### src/rtl/sudoku_pkg.sv
// rtl/sudoku_pkg.sv - shared widths, state encodings and code-to-digit helper for the input decoder
package sudoku_pkg;

  localparam int CODE_W  = 2;
  localparam int CELL_W  = 4;
  localparam int VAL_W   = 3;
  localparam int STATE_W = 3;

  localparam logic [STATE_W-1:0] ST_IDLE = 3'd0;
  localparam logic [STATE_W-1:0] ST_DIFF = 3'd1;
  localparam logic [STATE_W-1:0] ST_ROW  = 3'd2;
  localparam logic [STATE_W-1:0] ST_COL  = 3'd3;
  localparam logic [STATE_W-1:0] ST_VAL  = 3'd4;
  localparam logic [STATE_W-1:0] ST_WAIT = 3'd5;
  localparam logic [STATE_W-1:0] ST_DONE = 3'd6;

  localparam logic [VAL_W-1:0] DIGIT_OFFSET = 3'd1;

  function automatic logic [VAL_W-1:0] code_to_digit(input logic [CODE_W-1:0] code);
    return {1'b0, code} + DIGIT_OFFSET;
  endfunction

endpackage

### src/rtl/sudoku_input_decoder_key_edge_detect.sv
// rtl/sudoku_input_decoder_key_edge_detect.sv - turns the level keypress into a one-cycle press pulse
module key_edge_detect (
  input  logic clk,
  input  logic rst,
  input  logic key,
  output logic press
);

  logic key_q;

  always_ff @(posedge clk or posedge rst) begin
    if (rst) key_q <= 1'b0;
    else     key_q <= key;
  end

  // Combinational so a press is acted on in the same cycle it is seen.
  assign press = key & ~key_q;

endmodule

### src/rtl/sudoku_input_decoder.sv
// rtl/sudoku_input_decoder.sv - decodes difficulty and row/col/val keypresses into handshaked board moves
module sudoku_input_decoder
  import sudoku_pkg::*;
#(
  parameter int TIMEOUT = 64,
  parameter int TO_W    = 7
) (
  input  logic                in_clka,
  input  logic                in_restart,
  input  logic                in_new_game,
  input  logic                in_enter,
  input  logic [CODE_W-1:0]   in_diff_cell_val,
  input  logic                in_move_ready,
  input  logic                in_solved,
  output logic [CODE_W-1:0]   out_diff,
  output logic                out_diff_valid,
  output logic                out_move_valid,
  output logic [CELL_W-1:0]   out_move_cell,
  output logic [VAL_W-1:0]    out_move_val,
  output logic                out_set_diff_flag,
  output logic                out_row_flag,
  output logic                out_col_flag,
  output logic                out_val_flag,
  output logic                out_abort,
  output logic [STATE_W-1:0]  out_state
);

  logic                press;
  logic [STATE_W-1:0]  state, state_next;
  logic [CODE_W-1:0]   row_q, col_q;
  logic [TO_W-1:0]     to_cnt;
  logic                in_entry_window;
  logic                timeout_hit;

  key_edge_detect u_key_edge_detect (
    .clk   (in_clka),
    .rst   (in_restart),
    .key   (in_enter),
    .press (press)
  );

  assign in_entry_window = (state == ST_COL) || (state == ST_VAL);
  // A press in the final cycle wins over the timeout, since it restarts the count.
  assign timeout_hit = (TIMEOUT != 0) && in_entry_window && !press &&
                       (to_cnt == TO_W'(TIMEOUT - 1));

  always_comb begin
    state_next = state;
    if (in_new_game) begin
      state_next = ST_DIFF;
    end else begin
      case (state)
        ST_IDLE: state_next = ST_IDLE;
        ST_DIFF: if (press) state_next = ST_ROW;
        ST_ROW: begin
          if (in_solved)  state_next = ST_DONE;
          else if (press) state_next = ST_COL;
        end
        ST_COL: begin
          if (timeout_hit) state_next = ST_ROW;
          else if (press)  state_next = ST_VAL;
        end
        ST_VAL: begin
          if (timeout_hit) state_next = ST_ROW;
          else if (press)  state_next = ST_WAIT;
        end
        ST_WAIT: if (out_move_valid && in_move_ready) state_next = ST_ROW;
        ST_DONE: state_next = ST_DONE;
        default: state_next = ST_IDLE;
      endcase
    end
  end

  always_ff @(posedge in_clka or posedge in_restart) begin
    if (in_restart) begin
      state             <= ST_IDLE;
      row_q             <= '0;
      col_q             <= '0;
      to_cnt            <= '0;
      out_diff          <= '0;
      out_diff_valid    <= 1'b0;
      out_move_valid    <= 1'b0;
      out_move_cell     <= '0;
      out_move_val      <= '0;
      out_set_diff_flag <= 1'b0;
      out_row_flag      <= 1'b0;
      out_col_flag      <= 1'b0;
      out_val_flag      <= 1'b0;
      out_abort         <= 1'b0;
    end else begin
      state          <= state_next;
      out_diff_valid <= 1'b0;
      out_abort      <= 1'b0;
      // Flags are registered from the next state so they never glitch.
      out_set_diff_flag <= (state_next == ST_DIFF);
      out_row_flag      <= (state_next == ST_ROW);
      out_col_flag      <= (state_next == ST_COL);
      out_val_flag      <= (state_next == ST_VAL);

      if (in_new_game) begin
        out_diff       <= '0;
        out_move_valid <= 1'b0;
        out_move_cell  <= '0;
        out_move_val   <= '0;
        row_q          <= '0;
        col_q          <= '0;
        to_cnt         <= '0;
      end else begin
        case (state)
          ST_DIFF: begin
            if (press) begin
              out_diff       <= in_diff_cell_val;
              out_diff_valid <= 1'b1;
            end
          end
          ST_ROW: begin
            if (!in_solved && press) begin
              row_q  <= in_diff_cell_val;
              to_cnt <= '0;
            end
          end
          ST_COL, ST_VAL: begin
            if (timeout_hit) begin
              out_abort <= 1'b1;
              row_q     <= '0;
              col_q     <= '0;
              to_cnt    <= '0;
            end else if (press) begin
              to_cnt <= '0;
              if (state == ST_COL) begin
                col_q <= in_diff_cell_val;
              end else begin
                out_move_cell  <= {row_q, col_q};
                out_move_val   <= code_to_digit(in_diff_cell_val);
                out_move_valid <= 1'b1;
              end
            end else begin
              to_cnt <= to_cnt + 1'b1;
            end
          end
          ST_WAIT: begin
            if (out_move_valid && in_move_ready) out_move_valid <= 1'b0;
          end
          default: ;
        endcase
      end
    end
  end

  assign out_state = state;

endmodule

### config.mk
export PLATFORM = sky130hd
export DESIGN_NAME = sudoku_input_decoder
export DESIGN_NICKNAME = d
export VERILOG_FILES = /design/src/rtl/sudoku_pkg.sv /design/src/rtl/sudoku_input_decoder_key_edge_detect.sv /design/src/rtl/sudoku_input_decoder.sv
export SDC_FILE = /design/constraint.sdc
export NUM_CORES = 1
export LEC_CHECK = 0
export CAP_MARGIN = 20
export CELL_PAD_IN_SITES_DETAIL_PLACEMENT = 1
export CELL_PAD_IN_SITES_GLOBAL_PLACEMENT = 2
export CORE_MARGIN = 2
export CORE_UTILIZATION = 25
export DETAILED_ROUTE_END_ITERATION = 10
export GPL_ROUTABILITY_DRIVEN = 0
export PLACE_DENSITY_LB_ADDON = 0.08
export SLEW_MARGIN = 20
export SYNTH_ARGS = -nofsm -noshare
export SYNTH_HDL_FRONTEND = slang
export SYNTH_SLANG_ARGS = --single-unit
### constraint.sdc
create_clock -name in_clka -period 3.65 [get_ports in_clka]
set_input_delay 0.73 -clock in_clka [delete_from_list [all_inputs] [get_ports in_clka]]
set_output_delay 0.73 -clock in_clka [all_outputs]
set_load 0.02 [all_outputs]
---- Word level (Yosys, flattened, before mapping) ----
Index checks and enable logic that the tools add are counted.
word-level totals
  memories kept ........................... 0
  input port bits ......................... 8
  RAM bits ................................ 0
  register bits ........................... 31
  output and inout bits ................... 19
  bits in latches ......................... 0
  logic and storage cells ................. 108
  bits in read-only memories .............. 0
cells by class
  eq/ne operators ......................... 19
  add/sub/neg operators ................... 2
  reduce and logical (&&, ||, !) cells .... 21
  bitwise operators ....................... 2
  div/mod/pow operators ................... 0
  multiplexer cells ....................... 49
  order comparisons ....................... 0
  shift-type cells ........................ 0
  multiply operators ...................... 0
operators with widths
  operator             count
  $mux 3               14
  $mux 7               4
  $mux 2               11
  $mux 4               5
  $ne 3x3->1 const B   6
  $pmux 3 s6           1
  $pmux 7 s2           1
  $eq 3x2->1 const B   4
  $eq 3x3->1 const B   4
  $reduce_bool 3->1    4
  $mux 1               11
  $add 7x1->7 const B  1
  $eq 7x6->1 const B   1
  $eq 3x1->1 const B   2
  $reduce_and 3->1     2
  $reduce_bool 2->1    3
  $reduce_and 5->1     1
  $logic_and 1x1->1    4
  $ne 2x2->1 const B   2
  $pmux 2 s2           1
  $reduce_and 2->1     2
  $reduce_and 4->1     1
  $add 2x1->3 const B  1
  $logic_not 1->1      2
  other kinds (5)      5

---- Longest topological paths before layout ----
Gate-level depths: netlist (run 1).
  depth in word-level cells ............... 9
  mapped depth ............................ 7
  mapped depth without buffers ............ 7

---- Hierarchy ----
A second synthesis (run 1) with hierarchy kept.
second synthesis, totals
  cell total of the unflattened synthesis .. 160
  area total of the unflattened synthesis .. 1589.0 µm²
modules (own cells, without submodules)
  module                cells an instance  area an instance (µm²)  times used  sequential area each (µm²)
  sudoku_input_decoder  157                1546.5                  1           750.7
  key_edge_detect       3                  42.5                    1           25.0

---- Worst setup path after synthesis (run 1) ----
No wires, ideal clock.
  path type ............................... input-to-reg
  start ................................... input port in_enter
  end ..................................... register out_col_flag
  slack ................................... 1775 ps
  stages .................................. 6
  path buffers ............................ 1
  data arrival time ....................... 1810 ps
  data required time ...................... 3585 ps
  setup time .............................. 65 ps
  path through ............................ nor2b_1 > buf_2 > nand2_2 > o21a_1 > o211ai_2 > o211a_1
between the ends
  word-level cells in the longest chain between the ends .. 8
  elaborated cells on any way between the ends .. 14
  classes of those cells .................. eq/ne: 1; mux: 9; bitwise: 1; reduce/logical: 3
ends and longest elaborated chain
  what                            line                                                    RTL
  start, declared                 sudoku_input_decoder.sv:11                              input logic in_enter,
  $and 1x1->1 (*)                 sudoku_input_decoder_key_edge_detect.sv:17              assign press = key & ~key_q;
  $logic_not 1->1                 sudoku_input_decoder.sv:44                              assign timeout_hit = (TIMEOUT != 0) && in_entry_window && !press &&
  $logic_and 1x1->1 (2 in a row)  sudoku_input_decoder.sv:44
  $mux 3 (on tied branches)       sudoku_input_decoder.sv:64, sudoku_input_decoder.sv:60
  $pmux 3 s6 (*)                  sudoku_input_decoder.sv:52                              case (state)
  $mux 3 (*)                      sudoku_input_decoder.sv:49                              if (in_new_game) begin
  $eq 3x2->1 (*)                  sudoku_input_decoder.sv:97                              out_col_flag <= (state_next == ST_COL);
  end signal, assigned            sudoku_input_decoder.sv:97
  end, declared                   sudoku_input_decoder.sv:22                              output logic out_col_flag,
Mark *: on every way between the ends. The rest lies on a longest branch, timed or not.
A chain may end at the register's enable or synchronous reset.

---- Worst setup path in the final report (run 1) ----
  start ................................... input port in_enter
  end ..................................... register state[0], in the netlist out_state[0]
between the ends
  word-level cells in the longest chain between the ends .. 7
  elaborated cells on any way between the ends .. 13
  classes of those cells .................. mux: 9; bitwise: 1; reduce/logical: 3
ends and longest elaborated chain
  what                            line                                                    RTL
  $and 1x1->1 (*)                 sudoku_input_decoder_key_edge_detect.sv:17
  $logic_not 1->1                 sudoku_input_decoder.sv:44
  $logic_and 1x1->1 (2 in a row)  sudoku_input_decoder.sv:44
  $mux 3 (on tied branches)       sudoku_input_decoder.sv:64, sudoku_input_decoder.sv:60
  $pmux 3 s6 (*)                  sudoku_input_decoder.sv:52
  $mux 3 (*)                      sudoku_input_decoder.sv:49
  named net state_next[0]         sudoku_input_decoder.sv:29                              logic [STATE_W-1:0] state, state_next;
  end signal, assigned            sudoku_input_decoder.sv:91                              state <= state_next;
  end, declared                   sudoku_input_decoder.sv:29
The timed path passes the listed nets; every way through them passes the cells marked *.

==> metrics.txt, run 1 <==
detailed-route via count=roughly 1200; Total Negative Setup Slacks=0 ns; area of the core=5956 sq um; instance count after placement with tap cells included=between 200 and 300; Clk Tree Root Cell=sky130_fd_sc_hd__clkbuf_8; final std cells w/o fill=approximately 260; endpoint required time on the critical path=between 3 and 4 ns; most common cell after layout, fill and taps aside=sky130_fd_sc_hd__dfrtp_1; H-tree depth reported by CTS=2; number of global-route vias before repair=about 1300; total of flip-flops plus latches after synthesis=31; Post-synth top flop=sky130_fd_sc_hd__dfrtp_1; worst-case vdd ir drop=between 0.15 and 0.2 mV; Post CTS Setup Buffer Count=0; number of cells on the worst reg-to-reg path=5; Site Rows=28; critical path's top delay family=buffers and inverters; largest area contributor in the synthesized netlist=sky130_fd_sc_hd__dfrtp_1; power per standard cell area=409.6 nW/um^2; number of antenna violations at the first check in global routing=0; pin count of the biggest net entering global routing=32; fraction of final layout cells with drive strength greater than 1=10.33%; Worst path max stage delay=between 0.4 and 0.5 ns; first-pass GRT wire length=approximately 7000 um; Slew HR=39.53%; cts bufs inserted=5; number of nets still failing antenna checks after routing=0; period utilization=~64%; portion of the post-synthesis area used by sequential elements=approximately half; WP data arrival=2.50 ns; share of Yosys cell area claimed by the top area cell type=between 40% and 50%; hold violation count in the final report=0; count of flip-flops with a built-in enable after synthesis=0; global router's overall resource usage=approximately an eighth; max-slew violation count=0; Hold Path Cell Cnt=2; y dimension of the die=between 80 and 90 um; YS warnings=0; largest cells by area after synthesis=sky130_fd_sc_hd__dfrtp_1 (50%), sky130_fd_sc_hd__a21oi_1 (4.8%), sky130_fd_sc_hd__nand2_1 (4.3%); TritonCTS clock tree=built; number of stages on the worst setup path=7; worst setup path start=in_enter; clk slew on worst S/H paths=about 0.070 ns; total leakage power=between 0.7 and 0.8 nW; Ports=27; Max clock buf depth=2; buffers plus inverters on the worst setup path=2; Tmin final=2.337 ns; launch instance of the worst register-to-register path=out_state[2]$_DFF_PP0_; number of maximum-capacitance violations=0; count of cells resized by post-cts repair=0; cts-stage hold buffer count=0; average wire per standard cell=~16 um; final setup violating endpoints=0; area of the mapped netlist=between 1500 and 2000 sq um; path type of the worst setup path=primary input to register; Highest Clock Rate=0.4280 GHz; instance count of the mapped netlist=between 150 and 200; detailed-placement wirelength estimate=around 2900 um; cell with the largest stage delay on the worst path=sky130_fd_sc_hd__clkdlybuf4s50_1; highest-count cells in the layout ignoring fill and taps=sky130_fd_sc_hd__dfrtp_1 (31), sky130_fd_sc_hd__clkdlybuf4s50_1 (26), sky130_fd_sc_hd__nand2_1 (18); Routed WL=4046 um; die outline area=a little under 7000 sq um; average footprint of a synthesized cell=between 10 and 15 sq um; violation count after the first detailed-route iteration=17; Synth cell types=between 40 and 50; DRC violations left=0; measured slew at the worst slew-check pin=between 0.9 and 1 ns; final antenna diode count=0; clock tree skew after final layout=around 0.0052 ns; Initial Utilization=between 20% and 30%; RSZ-0062 raised after global routing=no; startpoint type of the worst setup path=primary input; I/O Buffers=26; chain of cells forming the critical path=clkdlybuf4s50_1, nor2b_1, buf_4, nor4b_4, a21boi_4, o211ai_2, or2_1; maximum fanout count along the critical path=11; status=completed; critical hold path startpoint=out_move_val[1]$_DFFE_PP0P_; NumNets Final=between 150 and 200; grt ovf=0; post-synthesis to final-layout area growth=28.75%; via/cell ratio=around 4.8; nets in the synthesized netlist=about 160; die width=around 83 um; sink count of the clock tree=31; Critical Path End Type=register; share of synthesized registers carrying an async set or reset=100.0%; min-delay worst type=register to register; first drt pass iteration count=4; Worst-Skew Late Latency=0.28 ns
==> metrics by stage <==
step                area [sq um]  power [mW]  worst slack, ns  util (%)  hold WS, ns
floorplan                   1558      0.4386            1.775         -       0.4920
global placement            1888      0.4809            1.050     31.70       0.5007
detailed placement          1888      0.4811           0.9933     31.70       0.5171
CTS                         2006      0.8371            1.277     33.68       0.5298
global route                2006      0.8692            1.096     33.68       0.5613
finish                      2006      0.8215            1.313     33.68       0.5248
==> tightest hold or removal path, stage by stage (launching register included) <==
cell,delay [ns]
sky130_fd_sc_hd__dfrtp_1,0.38
sky130_fd_sc_hd__nand2_1,0.06
sky130_fd_sc_hd__a21oi_1,0.05
==> state kept, by name, indices dropped and copies added (netlist names) <==
name and flops:
out_set_diff_flag 1, out_diff_valid 1, to_cnt 7, out_col_flag 1, out_row_flag 1, out_diff 2
out_move_val 3, row_q 2, out_val_flag 1, u_key_edge_detect.key_q 1, out_move_cell 4, out_abort 1
out_move_valid 1, out_state 3, col_q 2
==> kinds of logic (layout without fill, tap and decap cells) <==
| kind of cell | count (synthesis) | in the layout | share of synthesized area, % |
|---|---|---|---|
| compound gates | 39 | 39 | 18.47 |
| xor+xnor | 1 | 1 | 0.5624 |
| fa+ha+maj | 2 | 2 | 1.606 |
| buf+inv | 12 | 42 | 3.935 |
| flops | 31 | 31 | 49.80 |
| mux | 3 | 3 | 1.928 |
| simple gates | 66 | 66 | 23.70 |
==> cells in the mapped netlist, types with 2 or more instances <==
cell type	n
sky130_fd_sc_hd__nand2_1	18
sky130_fd_sc_hd__nand3_1	12
sky130_fd_sc_hd__ha_1	2
sky130_fd_sc_hd__nand2b_1	3
sky130_fd_sc_hd__inv_1	5
sky130_fd_sc_hd__clkbuf_1	2
sky130_fd_sc_hd__dfrtp_1	31
sky130_fd_sc_hd__nor2_1	10
sky130_fd_sc_hd__a32o_1	2
sky130_fd_sc_hd__buf_4	2
sky130_fd_sc_hd__mux2i_1	3
sky130_fd_sc_hd__a31oi_1	5
sky130_fd_sc_hd__or3b_1	2
sky130_fd_sc_hd__nor3_1	7
sky130_fd_sc_hd__nor2b_1	3
sky130_fd_sc_hd__o21ai_0	3
sky130_fd_sc_hd__o211a_1	2
sky130_fd_sc_hd__a21boi_0	2
sky130_fd_sc_hd__a21oi_1	15
==> area by class of cell <==
type	count	area [sq um]
Multi-Input combinational cell	111	720.7
Clock inverter	2	35.03
Sequential cell	31	775.7
Fill cell	692	3950
Inverter	6	22.52
Timing Repair Buffer	28	275.3
Tap cell	75	93.84
Clock buffer	6	82.58
==> path summary, 6_finish.rpt <==
| path | endpoint | slack [ns] |
|---|---|---|
| min | out_move_val[1]$_DFFE_PP0P_ | 0.52 |
| min reg2reg | out_move_val[1]$_DFFE_PP0P_ | 0.52 |
| min in group asynchronous | out_move_cell[0]$_DFFE_PP0P_ | 0.85 |
| max | out_state[0]$_DFF_PP0_ | 1.31 |
| max in group asynchronous | out_move_cell[3]$_DFFE_PP0P_ | 2.51 |
| max reg2reg | out_set_diff_flag$_DFF_PP0_ | 1.62 |
==> layer usage <==
metal,routed length [um],track usage [%],up-vias
li1,-,-,606
met1,1848,16.19,611
met2,2018,20.53,21
met3,155,3.777,2
met4,23,4.024,0
met5,0,0,-
==> power by group <==
group | switching [mW] | leakage, nW | internal (mW)
Sequential | 0.0146 | 0.422 | 0.354
Combinational | 0.0609 | 0.304 | 0.0432
Clock | 0.128 | 0.0612 | 0.221
Note: power is estimated with default switching activity, not from simulation.
==> run 2, diff against run 1 <==
==> constraint.sdc (replaced) <==
create_clock -name in_clka -period 2.45 [get_ports in_clka]
set_input_delay 0.49 -clock in_clka [delete_from_list [all_inputs] [get_ports in_clka]]
set_output_delay 0.49 -clock in_clka [all_outputs]
set_load 0.02 [all_outputs]
==> metrics.txt, run 2 (synthesized netlist as in run 1, its figures left out) <==
min-delay worst type=register to register; instance count after placement with tap cells included=254 (+1.2%); clock tree skew after final layout=0.006238 ns (+0.001001 ns); combined area of the multi-input logic cells=720.7 sq um (unchanged); detailed-route via count=1286 (+3.7%); flip-flop count of the largest register after layout=7 (unchanged); path type of the worst setup path=primary input to register; Worst-Skew Late Latency=0.29 ns (about the same); first drt pass iteration count=3 (-1); startpoint type of the worst setup path=primary input; Slew HR=69.67% (+30 points); Tmin final=around 2.1 ns; RSZ-0062 raised after global routing=no; Max clock buf depth=2 (unchanged); routing usage on met1=15.67% (-0.52 points); reg2reg setup slack=0.40 ns (-1.22 ns); die width=82.94 um (unchanged); number of maximum-capacitance violations=0 (unchanged); detailed-placement wirelength estimate=3018 um (+5.0%); global router's overall resource usage=12.84% (+0.18 points); y dimension of the die=82.94 um (unchanged); H-tree depth reported by CTS=2 (unchanged); area of the core=5956 sq um (unchanged); cts bufs inserted=5 (unchanged); register bank with the most flops=to_cnt; number of antenna violations at the first check in global routing=0 (unchanged); grt ovf=0 (unchanged); Routed WL=4059 um (+0.32%); max-slew violation count=0 (unchanged); met2 Track Usage GR=21.33% (+0.81 points); Critical Path End Type=register; post-route standard cell area excluding fillers=2028 sq um (+1.1%); met3 track utilization from global routing=3.877% (+0.099 points); Initial Utilization=26.16% (unchanged); highest-count cells in the layout ignoring fill and taps=sky130_fd_sc_hd__dfrtp_1 (31), sky130_fd_sc_hd__clkdlybuf4s50_1 (26), sky130_fd_sc_hd__nand2_1 (18); violation count after the first detailed-route iteration=29 (+12); hold violation count in the final report=0 (unchanged); power per standard cell area=608.9 nW/um^2 (+49%); DRC violations left=0 (unchanged); fraction of final layout cells with drive strength greater than 1=11.76% (+1.4 points); I/O Buffers=26 (unchanged); most common cell after layout, fill and taps aside=sky130_fd_sc_hd__dfrtp_1; endpoint required time on the critical path=2.67 ns (-1.14 ns); worst-case vdd ir drop=0.2751 mV (+41%); final std cells w/o fill=262 (+1.2%); grt peak-use layer=met2; pin count of the biggest net entering global routing=32 (unchanged); sink count of the clock tree=31 (unchanged); fill count=715 (+3.3%); number of nets still failing antenna checks after routing=0 (unchanged); maximum fanout count along the critical path=10 (-1); number of global-route vias before repair=1398 (+3.9%); final setup violating endpoints=0 (unchanged); Ports=27 (unchanged); count of cells resized by post-cts repair=0 (unchanged); status=completed; via/cell ratio=4.908 (+2.5%); WP data arrival=2.35 ns (-0.15 ns); post-synthesis to final-layout area growth=30.20%; Highest Clock Rate=between 0.4 and 0.5 GHz; sequential cell area=775.7 sq um (unchanged); die outline area=6878 sq um (unchanged); Site Rows=28 (unchanged); total leakage power=0.8020 nW (+1.9%); period utilization=between 80% and 90%; cts-stage hold buffer count=0 (unchanged); Post CTS Setup Buffer Count=0 (unchanged); final antenna diode count=0 (unchanged); NumNets Final=196 (+1.6%); measured slew at the worst slew-check pin=0.4544 ns (-0.4499 ns); largest registers in the final layout=to_cnt x7, out_move_cell x4; first-pass GRT wire length=7072 um (+1.4%); Clk Tree Root Cell=sky130_fd_sc_hd__clkbuf_8; average wire per standard cell=15.49 um (-0.83%); clk slew on worst S/H paths=0.07 ns (about the same); TritonCTS clock tree=built; post-placement cell area=1911 sq um (+1.2%)
-- run 2: where the power goes --
| group | total [mW] | internal, mW | switching, mW | leakage, nW |
|---|---|---|---|---|
| clock | 0.528 | 0.329 | 0.199 | 0.0612 |
| sequential | 0.549 | 0.527 | 0.0218 | 0.422 |
| combinational | 0.158 | 0.0665 | 0.0914 | 0.319 |
| total | 1.24 | 0.923 | 0.312 | 0.802 |
-- run 2: final cells by class --
cell class	count	share of cell area, %
sequential	31	38.25
multi-input combinational	111	35.53
timing repair buffer	31	14.68
tap	75	4.627
clock buffer	6	4.072
clock inverter	2	1.727
inverter	6	1.110
-- run 2: layer usage --
layer  vias to the layer above  share of wire (%)
met3                         6                3.6
met1                       646                 45
met2                        21                 51
li1                        613                  -
met5                         -                  0
met4                         0                1.2
-- run 2: metrics by stage --
step | utilization, % | setup slack (ns) | TNS (ns) | total power [mW] | hold WS [ns]
2_1_floorplan | - | 0.7475 | 0 | 0.6534 | 0.4920
3_3_place_gp | 32.08 | 0.09511 | 0 | 0.7173 | 0.5136
3_5_place_dp | 32.08 | -0.006553 | -0.006553 | 0.7208 | 0.5191
4_1_cts | 34.05 | 0.3011 | 0 | 1.258 | 0.5344
5_1_grt | 34.05 | 0.1823 | 0 | 1.297 | 0.5574
6_report | 34.05 | 0.3249 | 0 | 1.235 | 0.5259
-- run 2: worst max-delay path, stage by stage --
cell	delay, ns
sky130_fd_sc_hd__clkdlybuf4s50_1	0.52
sky130_fd_sc_hd__nor2b_1	0.30
sky130_fd_sc_hd__buf_4	0.25
sky130_fd_sc_hd__nand2_2	0.16
sky130_fd_sc_hd__o21a_1	0.19
sky130_fd_sc_hd__o211ai_2	0.26
sky130_fd_sc_hd__o211a_1	0.18
-- run 2: worst paths after layout --
kind                                         startpoint                      endpoint  cells after the start
setup / recovery                               in_enter        out_col_flag$_DFF_PP0_                      7
hold / removal             out_move_cell[3]$_DFFE_PP0P_  out_move_cell[3]$_DFFE_PP0P_                      2
hold reg to reg            out_move_cell[3]$_DFFE_PP0P_  out_move_cell[3]$_DFFE_PP0P_                      2
setup reg to reg                 out_state[2]$_DFF_PP0_        out_col_flag$_DFF_PP0_                      5
min in group asynchronous                    in_restart         to_cnt[1]$_DFFE_PP0P_                      3
max in group asynchronous                    in_restart         to_cnt[2]$_DFFE_PP0P_                      3
